<file path="src/rtl/rom_arbiter_if.sv">
// Bus bundle between the two ROM requesters, the shared ROM and the arbiter.
interface rom_arbiter_if #(
    parameter int ADDRESS_WIDTH = 20,
    parameter int DATA_WIDTH    = 32
);
    logic                     req0;
    logic [ADDRESS_WIDTH-1:0] addr0;
    logic                     ack0;
    logic                     rvalid0;
    logic [DATA_WIDTH-1:0]    rdata0;
    logic                     rerr0;
    logic                     req1;
    logic [ADDRESS_WIDTH-1:0] addr1;
    logic                     ack1;
    logic                     rvalid1;
    logic [DATA_WIDTH-1:0]    rdata1;
    logic                     rerr1;
    logic [ADDRESS_WIDTH-1:0] rom_a;
    logic [DATA_WIDTH-1:0]    rom_rd;

    modport slave (
        input  req0, addr0, req1, addr1, rom_rd,
        output ack0, rvalid0, rdata0, rerr0,
        output ack1, rvalid1, rdata1, rerr1, rom_a
    );

    modport master (
        output req0, addr0, req1, addr1, rom_rd,
        input  ack0, rvalid0, rdata0, rerr0,
        input  ack1, rvalid1, rdata1, rerr1, rom_a
    );
endinterface

</file>
<file path="src/rtl/rom_arbiter.sv">
// Two-port round-robin arbiter in front of an asynchronous-read ROM.
// Responses arrive one cycle after acceptance; misaligned reads flag rerr.
module rom_arbiter #(
    parameter int ADDRESS_WIDTH = 20,
    parameter int DATA_WIDTH    = 32
) (
    input  logic          clk,
    input  logic          rst,
    rom_arbiter_if.slave  bus
);
    logic                     last_grant_q, last_grant_d;
    logic [ADDRESS_WIDTH-1:0] rom_a_q, rom_a_d;
    logic                     rvalid0_q, rvalid0_d;
    logic                     rvalid1_q, rvalid1_d;
    logic [DATA_WIDTH-1:0]    rdata0_q, rdata0_d;
    logic [DATA_WIDTH-1:0]    rdata1_q, rdata1_d;
    logic                     rerr0_q, rerr0_d;
    logic                     rerr1_q, rerr1_d;

    logic                     ack0, ack1, accept, misalign;
    logic [ADDRESS_WIDTH-1:0] sel_addr;
    logic [DATA_WIDTH-1:0]    word;

    // last_grant_q names the port that lost nothing last time: the other one wins a tie
    always_comb begin
        ack0     = ~rst & bus.req0 & (~bus.req1 | last_grant_q);
        ack1     = ~rst & bus.req1 & (~bus.req0 | ~last_grant_q);
        accept   = ack0 | ack1;
        sel_addr = ack0 ? bus.addr0 : bus.addr1;
        misalign = |sel_addr[1:0];
        word     = misalign ? '0 : bus.rom_rd;

        last_grant_d = accept ? ack1 : last_grant_q;
        rom_a_d      = accept ? sel_addr : rom_a_q;
        rvalid0_d    = ack0;
        rvalid1_d    = ack1;
        rdata0_d     = ack0 ? word : rdata0_q;
        rerr0_d      = ack0 ? misalign : rerr0_q;
        rdata1_d     = ack1 ? word : rdata1_q;
        rerr1_d      = ack1 ? misalign : rerr1_q;
    end

    always_ff @(posedge clk or posedge rst) begin
        if (rst) begin
            last_grant_q <= 1'b1;
            rom_a_q      <= '0;
            rvalid0_q    <= 1'b0;
            rvalid1_q    <= 1'b0;
            rdata0_q     <= '0;
            rdata1_q     <= '0;
            rerr0_q      <= 1'b0;
            rerr1_q      <= 1'b0;
        end else begin
            last_grant_q <= last_grant_d;
            rom_a_q      <= rom_a_d;
            rvalid0_q    <= rvalid0_d;
            rvalid1_q    <= rvalid1_d;
            rdata0_q     <= rdata0_d;
            rdata1_q     <= rdata1_d;
            rerr0_q      <= rerr0_d;
            rerr1_q      <= rerr1_d;
        end
    end

    assign bus.ack0    = ack0;
    assign bus.ack1    = ack1;
    assign bus.rom_a   = rom_a_d;
    assign bus.rvalid0 = rvalid0_q;
    assign bus.rvalid1 = rvalid1_q;
    assign bus.rdata0  = rdata0_q;
    assign bus.rdata1  = rdata1_q;
    assign bus.rerr0   = rerr0_q;
    assign bus.rerr1   = rerr1_q;
endmodule

</file>
<file path="src/flat_wrapper.sv">
// flat-port wrapper written by rule: the top's interface ports become plain ports
module rom_arbiter_flat 
#(
    parameter int ADDRESS_WIDTH = 20,
    parameter int DATA_WIDTH    = 32
)
  (clk, rst, bus_req0, bus_addr0, bus_req1, bus_addr1, bus_rom_rd, bus_ack0, bus_rvalid0, bus_rdata0, bus_rerr0, bus_ack1, bus_rvalid1, bus_rdata1, bus_rerr1, bus_rom_a);
  rom_arbiter_if #(.ADDRESS_WIDTH(ADDRESS_WIDTH), .DATA_WIDTH(DATA_WIDTH)) bus_i ();
  input  logic clk;
  input  logic rst;
  input wire logic [$bits(bus_i.req0)-1:0] bus_req0;
  input wire logic [$bits(bus_i.addr0)-1:0] bus_addr0;
  input wire logic [$bits(bus_i.req1)-1:0] bus_req1;
  input wire logic [$bits(bus_i.addr1)-1:0] bus_addr1;
  input wire logic [$bits(bus_i.rom_rd)-1:0] bus_rom_rd;
  output wire logic [$bits(bus_i.ack0)-1:0] bus_ack0;
  output wire logic [$bits(bus_i.rvalid0)-1:0] bus_rvalid0;
  output wire logic [$bits(bus_i.rdata0)-1:0] bus_rdata0;
  output wire logic [$bits(bus_i.rerr0)-1:0] bus_rerr0;
  output wire logic [$bits(bus_i.ack1)-1:0] bus_ack1;
  output wire logic [$bits(bus_i.rvalid1)-1:0] bus_rvalid1;
  output wire logic [$bits(bus_i.rdata1)-1:0] bus_rdata1;
  output wire logic [$bits(bus_i.rerr1)-1:0] bus_rerr1;
  output wire logic [$bits(bus_i.rom_a)-1:0] bus_rom_a;
  assign bus_i.req0 = bus_req0;
  assign bus_i.addr0 = bus_addr0;
  assign bus_i.req1 = bus_req1;
  assign bus_i.addr1 = bus_addr1;
  assign bus_i.rom_rd = bus_rom_rd;
  assign bus_ack0 = bus_i.ack0;
  assign bus_rvalid0 = bus_i.rvalid0;
  assign bus_rdata0 = bus_i.rdata0;
  assign bus_rerr0 = bus_i.rerr0;
  assign bus_ack1 = bus_i.ack1;
  assign bus_rvalid1 = bus_i.rvalid1;
  assign bus_rdata1 = bus_i.rdata1;
  assign bus_rerr1 = bus_i.rerr1;
  assign bus_rom_a = bus_i.rom_a;
  rom_arbiter #(.ADDRESS_WIDTH(ADDRESS_WIDTH), .DATA_WIDTH(DATA_WIDTH)) u_core (.clk(clk), .rst(rst), .bus(bus_i));
endmodule
</file>
<file path="config.mk">
export PLATFORM = sky130hd
export DESIGN_NAME = rom_arbiter_flat
export DESIGN_NICKNAME = d
export VERILOG_FILES = /design/src/rtl/rom_arbiter_if.sv /design/src/rtl/rom_arbiter.sv /design/src/flat_wrapper.sv
export SDC_FILE = /design/constraint.sdc
export NUM_CORES = 1
export LEC_CHECK = 0
export CORE_MARGIN = 3
export CORE_UTILIZATION = 35
export DETAILED_ROUTE_END_ITERATION = 8
export PLACE_DENSITY = 0.73
export SLEW_MARGIN = 20
export SYNTH_ARGS = -nofsm -noshare
export SYNTH_HDL_FRONTEND = slang
export SYNTH_SLANG_ARGS = --single-unit
</file>
<file path="constraint.sdc">
create_clock -name clk -period 3.3 [get_ports clk]
set_input_delay 0.66 -clock clk [delete_from_list [all_inputs] [get_ports clk]]
set_output_delay 0.66 -clock clk [all_outputs]
set_load 0.05 [all_outputs]
</file>
# After elaboration in Yosys (flattened, before gate mapping)
# Index checks and enable logic that the tools add are counted.
[word_totals]
out_inout_bits = 90
inputBits = 76
rom_bits = 0
reg_bits = 89
n_memories = 0
ramBits = 0
elab_cells = 23
latchBits = 0
[classes]
addsub = 0
mux = 3
eq_ne = 0
n_div = 0
n_bitwise = 11
order_cmp = 0
reduce_logical = 1
multipliers = 0
shifts = 0
[op_table]
columns = ["operator", "count"]
rows = [
  ["20-bit 2-to-1 mux", 2],
  ["32-bit 2-to-1 mux", 1],
  ["1-bit bitwise AND", 4],
  ["1-bit inverter", 4],
  ["1-bit bitwise OR", 3],
  ["2-bit OR reduction", 1],
]

# Longest topological paths before layout
[logic_depth]
ltp_word = 6
ltp_mapped = 6
depth_no_buf = 5

# Worst setup path after synthesis
# Ideal clock, no wire load.
[synth_path]
kind = "input to output"
start = "input rst"
end = "output bus_rom_a[0]"
required_time_ns = 2.640
stages = 4
n_path_buf = 1
arrival_ns = 3.543
slack_ns = -0.903
cell_sequence = "inv_2 o21ai_0 clkbuf_1 o21ai_0"
[synth_between]
elab_chain_len = 5
[synth_lines]
columns = ["element", "line_no", "rtl"]
rows = [
  ["start: declaration", "flat_wrapper.sv:10", "input logic rst;"],
  ["1-bit inverter (*)", "rom_arbiter.sv:26, rom_arbiter.sv:27", ""],
  ["1-bit bitwise AND (on tied branches) (2 in a row)", "rom_arbiter.sv:26, rom_arbiter.sv:27", ""],
  ["20-bit 2-to-1 mux / 1-bit bitwise OR (equally long branches)", "rom_arbiter.sv:29, rom_arbiter.sv:28", ""],
  ["20-bit 2-to-1 mux (*)", "rom_arbiter.sv:34", "rom_a_d = accept ? sel_addr : rom_a_q;"],
  ["end: declaration", "flat_wrapper.sv:24", "output wire logic [$bits(bus_i.rom_a)-1:0] bus_rom_a;"],
]
# Every way passes the cells marked *; elsewhere a longest branch is shown, timed or not.

# Worst setup path in the final report
[layout_path]
start = "input rst"
end = "output bus_rom_a[19]"
# Same word-level chain as after synthesis.

==> results_dict.tcl <==
set metrics [dict create \
    status "completed" \
    synth.cell_area_mm2 0.003561 \
    root_buffer "clkbuf_8" \
    hold_viol 0 \
    vias 3243 \
    cts_tree "yes" \
    rrSetupSlack_ps 1490 \
    drtIter0Drc 193 \
    dp.final_hpwl_um 7775 \
    cp_data_arrival_time_ps 2310 \
    core_mm2 0.009819 \
    max_freq_mhz 336.4 \
    syn_to_final_growth_pct 63.67 \
    fin_tns_setup_ps 0 \
    p_leak_nw 2.702 \
    clkTransAtPathRegs_ps 90 \
    cts-buffers-inserted 9 \
    ir_drop_mv 0.2811 \
    yosys-top-cells-area "dfrtp_1 (62%), nand2_1 (14%), a222oi_1 (5.1%), nand3_1 (4.5%), o21ai_1 (4.2%)" \
    cts.sinks 89 \
    n_antenna_cell 0 \
    path_class "in2out" \
    gp_congestion 0.8023 \
    initial_core_util 0.3626 \
    nets 605 \
    drcViolationCount 0 \
    die_h_um 106.9 \
    layout_common_cells "clkdlybuf4s50_1 (143), nand2_1 (131), dfrtp_1 (88)" \
    first_global_vias 3448 \
    yosysTopAreaCell "dfrtp_1" \
    portBuffers 165 \
    worstPathCellList "clkdlybuf4s50_1, and2b_4, nand2_2, inv_2, a222oi_1, inv_1, buf_12" \
    slew_violations 0 \
    worstPathMaxFanout 20 \
    insertion_delay_ps 350 \
    required_ps 2640 \
    mostFrequentLayoutCell "clkdlybuf4s50_1" \
    post_drt_via_cell_ratio 4.862 \
    synth.avg_cell_area_um2 9.810 \
    final_antenna_net_count 0 \
    synthCells 363 \
    grt_overflow 0 \
    grt_pass1_wl_um 17240 \
    syn_nets 439 \
    maxSlewHeadroom 0.5417 \
    cts_hold_buf 0 \
    ctsLongestPathBuffers 2 \
    worst_pin_slew_ps 687.5 \
    rows 36 \
    drive_above_1_share 0.1180 \
    rsz0062_at_grt "false" \
    synth_cell_types 22 \
    maxCapViolCount 0 \
    synth_top_area_frac 0.6184 \
    max_stage_delay_ps 540 \
    grt_use_total 0.1889 \
    fin_crit_ps 2972 \
    grt_max_degree 55 \
    final.setup_skew_ps 13.68 \
    wl_um 10620 \
    antenna_found_initial 0 \
    hp-class "reg2reg" \
    finalSetupViolCount 0 \
    endpoint_kind "output port" \
    htreeDepth 3 \
    drt_pass1_iterations 7 \
    ys_ff_latch 89 \
    synth-warning-count 0 \
    num_io_pins 166 \
    finalCritPeriodShare 0.9007 \
    finish.utilization 0.5935 \
    dieArea_mm2 0.01142 \
    post_cts_buffers 0 \
    crit_slowest_cell "clkdlybuf4s50_1" \
    cts_resized 0 \
    wl_per_cell_um 15.93 \
    synth_seq_area_share 0.6258 \
    worstSetupStartpointType "primary input" \
    die_w_um 106.9 \
    power.density_mw_per_mm2 572.4 \
]
## worst paths after layout
kind / start / cells after the start / endpoint
max in group asynchronous: rst / 3 / u_core.bus.rdata0[18]$_DFFE_PP0N_
min in group asynchronous: rst / 3 / u_core.bus.rerr0$_DFFE_PP0N_
hold / removal: u_core.bus.rdata0[30]$_DFFE_PP0N_ / 2 / u_core.bus.rdata0[30]$_DFFE_PP0N_
setup reg to reg: u_core.last_grant_q$_DFFE_PP1N_ / 6 / u_core.bus.rerr1$_DFFE_PP0P_
setup / recovery: rst / 7 / bus_rom_a[19]
hold reg to reg: u_core.bus.rdata0[30]$_DFFE_PP0N_ / 2 / u_core.bus.rdata0[30]$_DFFE_PP0N_
## cells by family after synthesis
logic type	count (synthesis)	synth area share
buffers and inverters	45	0.05587
muxes	4	0.01511
AOI/OAI and AO/OA	55	0.1037
and+or+nand+nor	170	0.1996
DFF	89	0.6258
## registers in the layout (all words and copies together), names as in the netlist
name,flops
u_core.bus.rvalid1,1
u_core.bus.rdata0,32
u_core.bus.rerr1,1
u_core.bus.rdata1,32
u_core.bus.rerr0,1
u_core.bus.rvalid0,1
u_core.last_grant_q,1
u_core.rom_a_q,20
## per-stage QoR
step	setup slack [ps]	hold slack, ps	instances	total power [mW]	area (µm²)
2_1_floorplan	-3.122	504.1	363	1.963	3563
3_3_place_gp	363.3	453.4	651	2.495	5594
3_5_place_dp	312.3	455.0	651	2.517	5594
4_1_cts	320.1	474.5	667	3.373	5828
5_1_grt	230.1	499.5	667	3.471	5828
6_report	327.6	471.1	667	3.336	5828
## final cells by class
class / count / area [µm²]
clock buffer: 10 / 137.6
clock inverter: 6 / 96.34
fill: 883 / 3991
inverter: 21 / 81.33
multi-input combinational: 229 / 1141
sequential: 89 / 2228
tap: 133 / 166.4
timing repair buffer: 179 / 1977
## synth_stat cells
master,n
nand3_1,32
o21ai_1,30
and2b_4,1
mux2i_1,2
nor2_1,3
dfrtp_1,88
o22a_1,1
dfstp_2,1
o21ai_0,5
nand2_1,131
nand3_4,1
mux2_2,1
nand2b_4,1
buf_2,12
a222oi_1,18
nand2_2,1
buf_6,2
a21oi_1,1
mux2i_4,1
inv_1,18
clkbuf_1,10
inv_2,3
## worst max-delay path: cells and delay by family
family	cells	cell delay (ps)
AOI/OAI and AO/OA	1	350
buffers and inverters	4	1000
and+or+nand+nor	2	280
## per-layer routing
metal | up-vias | wire length (µm) | track usage
met5 | - | 0 | 0
met4 | 0 | 146 | 0.05753
met3 | 14 | 936 | 0.05719
met2 | 137 | 5262 | 0.3228
met1 | 1551 | 4277 | 0.2300
li1 | 1541 | - | -
## where the power goes
part	leakage, nW	switching (mW)	total (mW)	internal, mW
clock network	0.115	0.395	0.852	0.457
logic	1.42	0.738	1.20	0.463
registers	1.17	0.0645	1.28	1.22
total	2.70	1.20	3.34	2.14
(Power assumes the default switching activity.)
